**src/rtl/uart_pkg.sv**
```systemverilog
// Shared types and constants for the UART receive path.
// The PARITY state is only reachable when UART_RX_PARITY_EN is defined.
package uart_pkg;

    typedef enum logic [2:0] {
        IDLE,
        START,
        DATA,
        STOP,
        WAIT_HIGH,
        PARITY
    } rx_state_t;

    localparam logic START_BIT = 1'b0;
    localparam logic STOP_BIT  = 1'b1;

    function automatic int unsigned half_bit(input int unsigned ovs);
        return ovs / 2;
    endfunction

endpackage

```
**src/rtl/uart_rx_if.sv**
```systemverilog
// Receiver-side signal bundle: serial line in, parallel word and strobes out.
// RX_PERR exists only when UART_RX_PARITY_EN is defined.
interface uart_rx_if #(
    parameter int unsigned SIZE = 8
);
    logic            RXD;
    logic [SIZE-1:0] RXDATA;
    logic            RX_VALID;
    logic            RX_BUSY;
    logic            RX_FERR;
`ifdef UART_RX_PARITY_EN
    logic            RX_PERR;
`endif

    modport master (
        output RXD,
        input  RXDATA,
        input  RX_VALID,
        input  RX_BUSY,
`ifdef UART_RX_PARITY_EN
        input  RX_PERR,
`endif
        input  RX_FERR
    );

    modport slave (
        input  RXD,
        output RXDATA,
        output RX_VALID,
        output RX_BUSY,
`ifdef UART_RX_PARITY_EN
        output RX_PERR,
`endif
        output RX_FERR
    );

endinterface

```
**src/rtl/uart_rx_sync.sv**
```systemverilog
// Two-flop synchronizer for the asynchronous serial line.
// Resets to 1 so an idle-high line never looks like a start bit after reset.
module uart_rx_sync (
    input  logic i_clk,
    input  logic i_rst,
    input  logic i_d,
    output logic o_q
);

    logic r_meta;
    logic r_sync;

    always_ff @(posedge i_clk) begin
        if (i_rst) begin
            r_meta <= 1'b1;
            r_sync <= 1'b1;
        end else begin
            r_meta <= i_d;
            r_sync <= r_meta;
        end
    end

    assign o_q = r_sync;

endmodule

```
**src/rtl/uart_rx.sv**
```systemverilog
// Oversampling UART receiver: start / SIZE data bits LSB first / stop, mid-bit sampled.
// Define UART_RX_PARITY_EN to add a parity bit, PARITY_ODD and the RX_PERR strobe.
module uart_rx
    import uart_pkg::*;
#(
    parameter int unsigned SIZE = 8,
    parameter int unsigned OVS  = 16
`ifdef UART_RX_PARITY_EN
    ,
    parameter bit          PARITY_ODD = 1'b0
`endif
) (
    input  logic RXC,
    input  logic R,
    uart_rx_if.slave bus
);

    localparam int unsigned TW = $clog2(OVS);
    localparam int unsigned BW = $clog2(SIZE) + 1;
    localparam logic [TW-1:0] TICK_LAST = TW'(OVS - 1);
    localparam logic [TW-1:0] TICK_HALF = TW'(half_bit(OVS) - 1);
    localparam logic [BW-1:0] BIT_LAST  = BW'(SIZE - 1);

    logic            w_rxs;
    rx_state_t       r_state, w_state_d;
    logic [TW-1:0]   r_tick, w_tick_d;
    logic [BW-1:0]   r_bit, w_bit_d;
    logic [SIZE-1:0] r_shift, w_shift_d;
    logic [SIZE-1:0] r_data, w_data_d;
    logic            r_valid, w_valid_d;
    logic            r_ferr, w_ferr_d;
    logic            w_good;
`ifdef UART_RX_PARITY_EN
    logic            r_perr, w_perr_d;
    logic            r_perr_pend, w_perr_pend_d;
`endif

    uart_rx_sync u_sync (
        .i_clk (RXC),
        .i_rst (R),
        .i_d   (bus.RXD),
        .o_q   (w_rxs)
    );

    always_ff @(posedge RXC) begin
        if (R) begin
            r_state     <= IDLE;
            r_tick      <= '0;
            r_bit       <= '0;
            r_shift     <= '0;
            r_data      <= '0;
            r_valid     <= 1'b0;
            r_ferr      <= 1'b0;
`ifdef UART_RX_PARITY_EN
            r_perr      <= 1'b0;
            r_perr_pend <= 1'b0;
`endif
        end else begin
            r_state     <= w_state_d;
            r_tick      <= w_tick_d;
            r_bit       <= w_bit_d;
            r_shift     <= w_shift_d;
            r_data      <= w_data_d;
            r_valid     <= w_valid_d;
            r_ferr      <= w_ferr_d;
`ifdef UART_RX_PARITY_EN
            r_perr      <= w_perr_d;
            r_perr_pend <= w_perr_pend_d;
`endif
        end
    end

    always_comb begin
        w_state_d = r_state;
        w_tick_d  = (r_tick == TICK_LAST) ? '0 : r_tick + TW'(1);
        w_bit_d   = r_bit;
        w_shift_d = r_shift;
        w_data_d  = r_data;
        w_valid_d = 1'b0;
        w_ferr_d  = 1'b0;
`ifdef UART_RX_PARITY_EN
        w_perr_d      = 1'b0;
        w_perr_pend_d = r_perr_pend;
        w_good        = !r_perr_pend;
`else
        w_good        = 1'b1;
`endif

        unique case (r_state)
            IDLE: begin
                w_tick_d = '0;
                if (w_rxs == START_BIT) w_state_d = START;
            end
            START: begin
                // Mid-start check rejects glitches shorter than half a bit.
                if (r_tick == TICK_HALF) begin
                    if (w_rxs != START_BIT) begin
                        w_state_d = IDLE;
                    end else begin
                        w_state_d = DATA;
                        w_tick_d  = '0;
                        w_bit_d   = '0;
                    end
                end
            end
            DATA: begin
                if (r_tick == TICK_LAST) begin
                    w_shift_d = {w_rxs, r_shift[SIZE-1:1]};
                    if (r_bit == BIT_LAST) begin
`ifdef UART_RX_PARITY_EN
                        w_state_d = PARITY;
`else
                        w_state_d = STOP;
`endif
                    end else begin
                        w_bit_d = r_bit + BW'(1);
                    end
                end
            end
`ifdef UART_RX_PARITY_EN
            PARITY: begin
                if (r_tick == TICK_LAST) begin
                    w_perr_pend_d = ((^r_shift) ^ w_rxs) != PARITY_ODD;
                    w_state_d     = STOP;
                end
            end
`endif
            STOP: begin
                if (r_tick == TICK_LAST) begin
                    if (w_rxs == STOP_BIT) begin
                        w_state_d = IDLE;
                        if (w_good) begin
                            w_data_d  = r_shift;
                            w_valid_d = 1'b1;
                        end
`ifdef UART_RX_PARITY_EN
                        w_perr_d = !w_good;
`endif
                    end else begin
                        // Framing error wins over parity; hold off until the line recovers.
                        w_ferr_d  = 1'b1;
                        w_state_d = WAIT_HIGH;
                    end
                end
            end
            WAIT_HIGH: begin
                if (w_rxs == STOP_BIT) w_state_d = IDLE;
            end
            default: w_state_d = IDLE;
        endcase
    end

    assign bus.RXDATA   = r_data;
    assign bus.RX_VALID = r_valid;
    assign bus.RX_FERR  = r_ferr;
    assign bus.RX_BUSY  = (r_state != IDLE);
`ifdef UART_RX_PARITY_EN
    assign bus.RX_PERR  = r_perr;
`endif

endmodule

```
**src/flat_wrapper.sv**
```systemverilog
// flat-port wrapper written by rule: the top's interface ports become plain ports
module uart_rx_flat import uart_pkg::*;
#(
    parameter int unsigned SIZE = 8,
    parameter int unsigned OVS  = 16

)
  (RXC, R, bus_RXD, bus_RXDATA, bus_RX_VALID, bus_RX_BUSY, bus_RX_FERR);
  uart_rx_if #(.SIZE(SIZE)) bus_i ();
  input  logic RXC;
  input  logic R;
  input wire logic [$bits(bus_i.RXD)-1:0] bus_RXD;
  output wire logic [$bits(bus_i.RXDATA)-1:0] bus_RXDATA;
  output wire logic [$bits(bus_i.RX_VALID)-1:0] bus_RX_VALID;
  output wire logic [$bits(bus_i.RX_BUSY)-1:0] bus_RX_BUSY;
  output wire logic [$bits(bus_i.RX_FERR)-1:0] bus_RX_FERR;
  assign bus_i.RXD = bus_RXD;
  assign bus_RXDATA = bus_i.RXDATA;
  assign bus_RX_VALID = bus_i.RX_VALID;
  assign bus_RX_BUSY = bus_i.RX_BUSY;
  assign bus_RX_FERR = bus_i.RX_FERR;
  uart_rx #(.SIZE(SIZE), .OVS(OVS)) u_core (.RXC(RXC), .R(R), .bus(bus_i));
endmodule
```
**config.mk**
```make
export PLATFORM = sky130hd
export DESIGN_NAME = uart_rx_flat
export DESIGN_NICKNAME = d
export VERILOG_FILES = /design/src/rtl/uart_pkg.sv /design/src/rtl/uart_rx_if.sv /design/src/rtl/uart_rx_sync.sv /design/src/rtl/uart_rx.sv /design/src/flat_wrapper.sv
export SDC_FILE = /design/constraint.sdc
export NUM_CORES = 1
export LEC_CHECK = 0
export ABC_AREA = 1
export BUFFER_PORTS_ARGS = -buffer_cell sky130_fd_sc_hd__buf_2
export CAP_MARGIN = 20
export CORE_ASPECT_RATIO = 1.4
export CORE_MARGIN = 5
export CORE_UTILIZATION = 45
export CTS_BUF_LIST = sky130_fd_sc_hd__clkbuf_2 sky130_fd_sc_hd__clkbuf_4 sky130_fd_sc_hd__clkbuf_8
export DETAILED_ROUTE_END_ITERATION = 8
export GPL_TIMING_DRIVEN = 1
export PLACE_DENSITY = 0.68
export REMOVE_ABC_BUFFERS = 1
export SLEW_MARGIN = 10
export SYNTH_ARGS = -nofsm -noshare
export SYNTH_HDL_FRONTEND = slang
export SYNTH_SLANG_ARGS = --single-unit
export TNS_END_PERCENT = 10
```
**constraint.sdc**
```tcl
create_clock -name RXC -period 1.7 [get_ports RXC]
set_input_delay 0.255 -clock RXC [delete_from_list [all_inputs] [get_ports RXC]]
set_output_delay 0.255 -clock RXC [all_outputs]
set_load 0.005 [all_outputs]
```
==> results of run 1 <==
==> stage by stage <==
step                      util [%]  power, uW  hold slack, ns
after global routing          52.2       2610           0.163
after floorplan                  -       1580           0.322
after global placement        48.7       1720           0.394
after detailed placement      48.7       1750           0.402
final                         52.2       2430           0.162
after CTS                     52.2       2460           0.157
==> critical path, delay by kind of cell (launching register included) <==
kind          cells  cell delay [ns]
buf+inv           3             0.26
flops             1             0.41
simple gates      2             0.38
==> worst max-delay path by stage <==
stage,to,slack [ns],depth (start not counted)
global route,bus_RX_BUSY,0.02,5
floorplan,u_core.r_state[2],0.39,8
global placement,u_core.r_bit[3],0.33,6
CTS,bus_RX_BUSY,0.1,5
detailed placement,u_core.r_bit[3],0.25,6
finish,bus_RX_BUSY,0.11,5
==> cell usage in the layout, fill, tap and decap left out, types with 3 or more instances in the layout <==
master | netlist | routed
a21oi_1 | 3 | 3
buf_2 | 0 | 13
clkbuf_8 | 0 | 5
dfxtp_1 | 31 | 31
inv_1 | 11 | 11
inv_2 | 4 | 4
nand2_1 | 23 | 23
nand2_2 | 6 | 6
nand2_4 | 3 | 3
nand3_1 | 5 | 5
nand4_1 | 5 | 5
nor2_1 | 48 | 48
nor2_2 | 4 | 4
o21ai_0 | 15 | 15
==> per-layer routing <==
layer / vias up / track usage [%] / share of wire (%)
met4: 0 / 7.89 / 2.0
met1: 560 / 14.1 / 40
met2: 24 / 24.9 / 53
met3: 10 / 5.42 / 4.4
met5: - / 0 / 0
li1: 611 / - / -
==> where the power goes <==
part	internal, uW	leakage, uW	switching, uW
clock	445	0.0000547	253
sequential	792	0.000251	104
combinational	300	0.000387	538
==> state kept, by name, indices dropped and copies added (netlist names) <==
signal	cells
u_core.bus.RXDATA	8
u_core.r_shift	8
u_core.r_bit	4
u_core.r_tick	4
u_core.r_state	3
u_core.bus.RX_FERR	1
u_core.bus.RX_VALID	1
u_core.u_sync.o_q	1
u_core.u_sync.r_meta	1
==> cell usage after synthesis <==
cell	number
xnor2_1	1
o21ai_1	1
ha_1	2
nor2_2	4
nand2_2	6
dfxtp_1	31
inv_1	11
nor3_1	2
nor2_1	48
nand3_4	2
clkbuf_1	3
xor2_1	1
a211oi_1	1
nand2_1	23
nand4_1	5
nand3_2	2
nand2_4	3
nor2_8	1
or2_2	2
nor2_4	2
o21ai_2	1
inv_2	4
nand3_1	5
o211ai_1	1
o21ai_0	15
a21oi_1	3
buf_6	1
==> final cells by class <==
cell class	count	area, um^2	area share [%]
Tap cell	39	48.8	3.05
Clock buffer	6	76.3	4.78
Timing Repair Buffer	13	65.1	4.07
Inverter	15	56.3	3.52
Multi-Input combinational cell	131	701	43.9
Sequential cell	31	621	38.8
Clock inverter	1	30.0	1.88
==> cells by family (layout without fill, tap and decap cells) <==
| family | after synthesis | count (layout) | synth area share (%) |
|---|---|---|---|
| AOI/OAI and AO/OA | 22 | 22 | 8.49 |
| DFF | 31 | 31 | 44.3 |
| adders and majority gates | 2 | 2 | 1.79 |
| buffers and inverters | 19 | 35 | 5.63 |
| and+or+nand+nor | 105 | 105 | 38.5 |
| xor gates and xnor gates | 2 | 2 | 1.25 |
==> results.txt, run 1 <==
----------------------------------------------------
[Clocking]
  Number of buffers created by CTS ... 5
  TritonCTS clock tree ... built
  Worst-Skew Late Latency ... 0.28 ns
  Maximum number of buffers from clock root to sink ... 2
  CTS resizes ... 0
  Number of H-tree branching levels ... 2
  Number of clock sinks seen by CTS ... 31
  # Post-CTS Setup Buffers ... 0
  Hold buffer count at CTS ... 0
  Clock transition at the registers of the reported paths ... 0.06 ns
  Clock root cell ... clkbuf_8

[Synthesis]
  Total number of yosys warnings ... 0
  Post-synthesis cell count ... 181
  Synth top area cells ... dfxtp_1 44%, nor2_1 13%, nand2_1 6.2%
  Post-synth cell types ... 27
  Average cell area after synthesis ... 7.74 um^2
  Area fraction of the dominant cell type after synthesis ... 44.3%
  Total of flip-flops plus latches after synthesis ... 31
  Mapped cell area ... 1400 um^2
  Cell type with the highest aggregate area in the netlist ... dfxtp_1
  Share of the yosys chip area belonging to registers ... 44.3%

[Worst setup path]
  Cells along the critical path ... nor2_1, inv_1, nor2_1, inv_1, buf_2
  Endpoint of the worst register-to-register path ... u_core.r_bit[3]
  Worst-path fanout max ... 7
  Worst path slowest cell ... dfxtp_1
  Launch point of the critical path ... u_core.r_state[2]
  Worst Reg-to-Reg Cells ... 6
  Crit Path Category ... reg -> out
  Data arrival time of the critical path ... 1.34 ns
  Worst Setup Start Kind ... flop
  Minimum setup slack among reg-to-reg paths ... 0.24 ns
  Worst reg2reg path startpoint ... u_core.r_tick[0]
  Required time of the critical path ... 1.44 ns
  Worst setup EP type ... primary output
  Max incr delay on CP ... 0.41 ns

[Die]
  Standard cell core area ... 3060 um^2
  Die outline area ... 4340 um^2
  Height of the die ... 76 um
  Top-Level Pins ... 14
  Effective utilization at floorplan ... 45.7%
  Rows ... 24
  Die width ... 57.1 um

[Drt]
  Total routed wirelength ... 2790 um
  Number of nets with antenna violations after detailed routing ... 0
  Number of vias after detailed routing ... 1205
  Drt wl/cell ... 11.8 um
  Vias per Instance ... 5.11
  Remaining DRCs ... 0
  Count of routing violations after the opening detailed-route iteration ... 28
  Router iterations before antenna repair ... 4

[Global route]
  Wire length of the first global-routing pass ... 5000 um
  Vias in the first global route ... 1215
  Antenna violations before repair ... 0
  Total congestion overflow after global routing ... 0
  Maximum number of pins on one net before global-route repair ... 21
  Tot GR Track Use ... 14.3%

[Place]
  Cell area after placement ... 1490 um^2
  Count of placed standard cells including taps ... 229
  Minimum setup slack after placement ... 0.246 ns
  Final weighted congestion in routability-driven placement ... 0.826
  Input/output buffers ... 13
  HPWL reported at the end of detailed placement ... 2100 um

[Worst hold path]
  Hold path cells ... 2
  Worst min-delay path startpoint ... bus_RXD
  Hold Path End ... u_core.u_sync.r_meta
  Path class of the lowest-slack min-delay path ... in -> reg

[Timing]
  Final number of max-transition violations ... 0
  Setup slack after layout ... 0.109 ns
  Summed negative setup slack over all endpoints ... 0 ns
  Clock period minus final worst setup slack ... 1.59 ns
  Number of hold violations in the final report ... 0
  Final Skew ... 0.00683 ns
  Share of the clock period used by the worst path ... 93.6%
  Slew Limit Headroom ... 68.6%
  Worst-Margin Slew ... 0.470 ns
  Setup repair after global routing missed its margin ... false
  Final setup violation count ... 0
  Achievable Freq ... 0.628 GHz

[Finish]
  Antenna fix cells ... 0
  Fraction of final layout cells sized beyond drive strength 1 ... 23.9%
  Syn-to-layout area delta ... 14.1%
  Total non-filler cell area in the finished layout ... 1600 um^2
  Fin nets ... 202
  Fill count ... 310
  Filler-free cell count of the finished design ... 236

[Power and ir drop]
  Pwr Density ... 1520 nW/um^2
  P_leak ... 0.000693 uW
  Worst supply voltage drop on vdd ... 0.891 mV

[Status]
  Status ... complete, no violations

[Run]
  Max-cap violation count ... 0

----------------------------------------------------
No activity file was read; power rests on OpenSTA's default activity.
==> run 2, diff against run 1 <==
--- a/config.mk
+++ b/config.mk
@@ -8,7 +8,6 @@
 export ABC_AREA = 1
 export BUFFER_PORTS_ARGS = -buffer_cell sky130_fd_sc_hd__buf_2
 export CAP_MARGIN = 20
-export CORE_ASPECT_RATIO = 1.4
 export CORE_MARGIN = 5
 export CORE_UTILIZATION = 45
 export CTS_BUF_LIST = sky130_fd_sc_hd__clkbuf_2 sky130_fd_sc_hd__clkbuf_4 sky130_fd_sc_hd__clkbuf_8
==> results.txt, run 2 (same netlist as run 1, synthesis figures left out) <==
----------------------------------------------------
[Timing]
  Setup repair after global routing missed its margin ... false
  Final setup violation count ... 0
  Final number of max-transition violations ... 0
  Share of the clock period used by the worst path ... 92.0%
  Summed negative setup slack over all endpoints ... 0 ns
  Slew Limit Headroom ... 67.9%
  Final Skew ... 0.00704 ns
  Number of hold violations in the final report ... 0
  Worst-Margin Slew ... 0.481 ns
  Clock period minus final worst setup slack ... 1.56 ns
  Achievable Freq ... 0.639 GHz

[Global route]
  Maximum number of pins on one net before global-route repair ... 21
  Antenna violations before repair ... 0
  Wire length of the first global-routing pass ... 4490 um
  Total congestion overflow after global routing ... 0
  Vias in the first global route ... 1067
  Tot GR Track Use ... 13.7%

[Worst hold path]
  Path class of the lowest-slack min-delay path ... in -> reg
  Hold path cells ... 2

[Worst setup path]
  Worst Reg-to-Reg Cells ... 8
  Data arrival time of the critical path ... 1.31 ns
  Endpoint of the worst register-to-register path ... u_core.r_state[0]
  Launch point of the critical path ... u_core.r_state[2]
  Critical path destination ... bus_RX_BUSY
  Worst Setup Start Kind ... flop
  Crit Path Category ... reg -> out
  Worst reg2reg path startpoint ... u_core.r_tick[0]
  Required time of the critical path ... 1.44 ns
  Worst setup EP type ... primary output
  Worst-path fanout max ... 7
  Minimum setup slack among reg-to-reg paths ... 0.28 ns

[Clocking]
  Hold buffer count at CTS ... 0
  Maximum number of buffers from clock root to sink ... 2
  Number of clock sinks seen by CTS ... 31
  Worst-Skew Late Latency ... 0.33 ns
  Clock root cell ... clkbuf_4
  Number of buffers created by CTS ... 5
  Number of H-tree branching levels ... 2
  Clock transition at the registers of the reported paths ... 0.09 ns
  TritonCTS clock tree ... built

[Place]
  Final weighted congestion in routability-driven placement ... 0.754
  HPWL reported at the end of detailed placement ... 1930 um
  Input/output buffers ... 13
  Cell area after placement ... 1500 um^2

[Drt]
  Router iterations before antenna repair ... 4
  Number of nets with antenna violations after detailed routing ... 0
  Drt wl/cell ... 10.7 um
  Vias per Instance ... 4.76
  Remaining DRCs ... 0
  Count of routing violations after the opening detailed-route iteration ... 41
  Number of vias after detailed routing ... 1151
  Total routed wirelength ... 2590 um

[Finish]
  Fraction of final layout cells sized beyond drive strength 1 ... 24.7%
  Total non-filler cell area in the finished layout ... 1550 um^2
  Fin nets ... 202
  Commonest non-fill, non-tap cell in the layout ... nor2_1
  Post-layout util ... 51.3%
  Syn-to-layout area delta ... 10.9%
  Antenna fix cells ... 0
  Commonest cells after routing, fill and taps aside ... 47 x nor2_1, 31 x dfxtp_1, 23 x nand2_1

[Die]
  Die width ... 65.8 um
  Standard cell core area ... 3030 um^2
  Height of the die ... 65.8 um
  Effective utilization at floorplan ... 46.2%
  Top-Level Pins ... 14
  Rows ... 20
  Die outline area ... 4330 um^2

[Power and ir drop]
  P_leak ... 0.000673 uW
  Worst supply voltage drop on vdd ... 0.740 mV
  Pwr Density ... 1370 nW/um^2

[Run]
  Max-cap violation count ... 0

[Status]
  Status ... complete, no violations

----------------------------------------------------
-- run 2: cell count changes in the layout (fill, tap and decap cells not counted) --
cell	change
bufinv_16	-1
clkbuf_4	+4
clkbuf_8	-5
clkinv_2	+3
nor2_1	-1
nor2_2	+1
-- run 2: area by class of cell --
cell class / count / area [um^2]
fill: 312 / 1480
clock buffer: 5 / 37.5
inverter: 15 / 56.3
multi-input combinational: 131 / 703
clock inverter: 3 / 15.0
sequential: 31 / 621
tap: 44 / 55.1
timing repair buffer: 13 / 65.1
-- run 2: critical path, stage by stage (launching register included) --
cell and delay, ns:
dfxtp_1 0.42, nor2_2 0.16, inv_1 0.07, nor2_1 0.16, inv_1 0.05, buf_2 0.12
-- run 2: power by group --
group / internal (uW) / leakage (uW) / switching, uW / total, uW
combinational: 303 / 0.000387 / 525 / 828
clock: 154 / 0.0000347 / 252 / 406
sequential: 790 / 0.000251 / 108 / 898
-- run 2: how the worst min path moves through the flow --
stage,startpoint,endpoint,slack (ns)
detailed placement,u_core.u_sync.r_meta,u_core.u_sync.o_q,0.40
CTS,bus_RXD,u_core.u_sync.r_meta,0.1
global placement,u_core.u_sync.r_meta,u_core.u_sync.o_q,0.39
global route,bus_RXD,u_core.u_sync.r_meta,0.11
floorplan,R,u_core.r_bit[1],0.32
finish,bus_RXD,u_core.u_sync.r_meta,0.11
-- run 2: through the flow --
stage               total power [uW]  setup slack [ns]  hold WS, ns  std cells
floorplan                       1580             0.387        0.322        177
finish                          2130             0.136        0.109        242
detailed placement              1750             0.281        0.397        234
global placement                1710             0.340        0.393        234
global route                    2320            0.0106        0.105        242
CTS                             2150            0.0736       0.0978        242
-- run 2: repair_timing --
action                                  4_1_cts  5_1_grt
setup buffers                                 0        0
endpoints found under the setup margin        0        1
gates resized for setup                       0        1
-- run 2: per-layer routing --
| layer | GRT usage (%) | up-vias | share of wire [%] |
|---|---|---|---|
| li1 | - | 606 | - |
| met1 | 16.1 | 523 | 45 |
| met2 | 22.2 | 17 | 49 |
| met3 | 3.57 | 5 | 4.2 |
| met4 | 8.29 | 0 | 1.6 |
| met5 | 0 | - | 0 |
==> run 3, diff against run 2 <==
--- a/config.mk
+++ b/config.mk
@@ -13,7 +13,7 @@
 export CTS_BUF_LIST = sky130_fd_sc_hd__clkbuf_2 sky130_fd_sc_hd__clkbuf_4 sky130_fd_sc_hd__clkbuf_8
 export DETAILED_ROUTE_END_ITERATION = 8
 export GPL_TIMING_DRIVEN = 1
-export PLACE_DENSITY = 0.68
+export PLACE_DENSITY = 0.7
 export REMOVE_ABC_BUFFERS = 1
 export SLEW_MARGIN = 10
 export SYNTH_ARGS = -nofsm -noshare
==> constraint.sdc (replaced) <==
create_clock -name RXC -period 1.4 [get_ports RXC]
set_input_delay 0.21 -clock RXC [delete_from_list [all_inputs] [get_ports RXC]]
set_output_delay 0.21 -clock RXC [all_outputs]
set_load 0.005 [all_outputs]
==> results.txt, run 3 (same netlist as run 1, synthesis figures left out) <==
----------------------------------------------------
[Timing]
  Clock period minus final worst setup slack ... 1.31 ns
  Setup repair after global routing missed its margin ... true
  Number of hold violations in the final report ... 0
  Achievable Freq ... 0.761 GHz
  Slew Limit Headroom ... 83.0%
  Summed negative setup slack over all endpoints ... 0 ns
  Share of the clock period used by the worst path ... 93.9%
  Worst-Margin Slew ... 0.256 ns
  Final setup violation count ... 0
  Final number of max-transition violations ... 0
  Final hold slack ... 0.0634 ns
  Final Skew ... 0.00783 ns
  Setup slack after layout ... 0.0852 ns

[Drt]
  Remaining DRCs ... 0
  Router iterations before antenna repair ... 4
  Number of vias after detailed routing ... 1178
  Count of routing violations after the opening detailed-route iteration ... 79
  Vias per Instance ... 4.71
  Drt wl/cell ... 11.0 um
  Number of nets with antenna violations after detailed routing ... 0
  Total routed wirelength ... 2740 um

[Power and ir drop]
  Pwr Density ... 1830 nW/um^2
  Switching Share ... 37.8%
  Internal Power ... 1970 uW
  Net switching component of the power ... 1200 uW
  P_leak ... 0.000730 uW
  Combinational Power Share ... 42.4%
  Part of the total power dissipated in the clock network ... 22.7%
  Worst supply voltage drop on vdd ... 1.20 mV
  Sequential power share ... 34.9%

[Place]
  Input/output buffers ... 13
  Cell area after placement ... 1510 um^2
  Minimum setup slack after placement ... -0.00963 ns
  Final weighted congestion in routability-driven placement ... 0.827
  HPWL reported at the end of detailed placement ... 1990 um

[Clocking]
  Number of clock sinks seen by CTS ... 31
  Number of buffers created by CTS ... 5
  Clock root cell ... clkbuf_4
  TritonCTS clock tree ... built
  Number of H-tree branching levels ... 2
  Worst-Skew Late Latency ... 0.32 ns
  Hold buffer count at CTS ... 0
  Maximum number of buffers from clock root to sink ... 2
  Clock transition at the registers of the reported paths ... 0.10 ns

[Status]
  Status ... complete, no violations

[Worst setup path]
  Data arrival time of the critical path ... 1.54 ns
  Max incr delay on CP ... 0.38 ns
  Worst reg2reg path startpoint ... u_core.r_tick[0]
  Cells along the critical path ... ha_4, nand3_4, nor2_2, nand2_2, o21ai_0, nor2_1
  Launch point of the critical path ... u_core.r_tick[0]
  Critical path destination ... u_core.bus.RXDATA[0]
  Minimum setup slack among reg-to-reg paths ... 0.09 ns
  Worst-path fanout max ... 10
  Crit Path Category ... reg -> reg
  Worst setup EP type ... flop
  Worst path slowest cell ... dfxtp_2
  Required time of the critical path ... 1.63 ns
  Endpoint of the worst register-to-register path ... u_core.bus.RXDATA[0]
  Worst Reg-to-Reg Cells ... 6
  Worst Setup Start Kind ... flop

[Die]
  Rows ... 20
  Standard cell core area ... 3030 um^2
  Top-Level Pins ... 14
  Die width ... 65.8 um
  Die outline area ... 4330 um^2
  Height of the die ... 65.8 um
  Effective utilization at floorplan ... 46.2%

[Worst hold path]
  Worst min-delay path startpoint ... bus_RXD
  Path class of the lowest-slack min-delay path ... in -> reg

[Global route]
  Maximum number of pins on one net before global-route repair ... 21
  Tot GR Track Use ... 14.8%
  Vias in the first global route ... 1087
  Wire length of the first global-routing pass ... 4750 um
  Total congestion overflow after global routing ... 0
  Antenna violations before repair ... 0

[Finish]
  Commonest non-fill, non-tap cell in the layout ... nor2_1
  Syn-to-layout area delta ... 23.8%
  Antenna fix cells ... 0
  Fin nets ... 210
  Fraction of final layout cells sized beyond drive strength 1 ... 35.4%
  Commonest cells after routing, fill and taps aside ... 46 x nor2_1, 25 x dfxtp_1, 20 x nand2_1
  Total non-filler cell area in the finished layout ... 1730 um^2

[Run]
  Max-cap violation count ... 0

----------------------------------------------------
-- run 3: cell type report --
| class | count | area, um^2 |
|---|---|---|
| fillers | 288 | 1290 |
| multi-input cells | 131 | 767 |
| flip-flops and latches | 31 | 633 |
| repair buffers | 21 | 133 |
| inverters | 15 | 58.8 |
| well taps | 44 | 55.1 |
| clock buffers | 6 | 51.3 |
| clock inverters | 2 | 35.0 |
-- run 3: critical path, delay by kind of cell, from the launching register on --
kind / cells / cell delay, ns
compound gates: 1 / 0.20
fa+ha+maj: 1 / 0.17
flops: 1 / 0.38
simple gates: 4 / 0.47
-- run 3: worst min-delay path by stage --
stage	slack, ns	cells past startpoint	end
floorplan	0.28	1	u_core.r_bit[1]
global placement	0.39	1	u_core.u_sync.o_q
detailed placement	0.39	1	u_core.u_sync.o_q
CTS	0.05	2	u_core.u_sync.r_meta
global route	0.02	2	u_core.u_sync.r_meta
finish	0.06	2	u_core.u_sync.r_meta
-- run 3: power by group through the flow --
stage          sequential (uW)  clock (uW)  combinational, uW
4_1_cts                   1070         739               1140
5_1_grt                   1120         808               1510
2_1_floorplan             1070           0                850
3_5_place_dp              1100           0               1020
3_3_place_gp              1090           0                994
6_report                  1110         719               1350
-- run 3: metrics by stage --
step / std cells / utilization [%] / total power, uW
2_1_floorplan: 177 / - / 1920
3_3_place_gp: 236 / 50.0 / 2090
3_5_place_dp: 236 / 50.0 / 2120
4_1_cts: 246 / 54.0 / 2950
5_1_grt: 250 / 57.2 / 3430
6_report: 250 / 57.2 / 3170
-- run 3: routing by layer --
metal  global-route usage, %  part of all wire, %  vias up
li1                        -                    -      630
met1                    16.9                   42      522
met2                    24.0                   51       24
met3                    6.63                  5.4        2
met4                    5.44                 0.66        0
met5                       0                    0        -
-- run 3: what timing repair did --
action	in CTS	in global routing
pin swaps	1	9
endpoints found under the setup margin	10	22
setup buffers	2	4
gates resized for setup	9	23
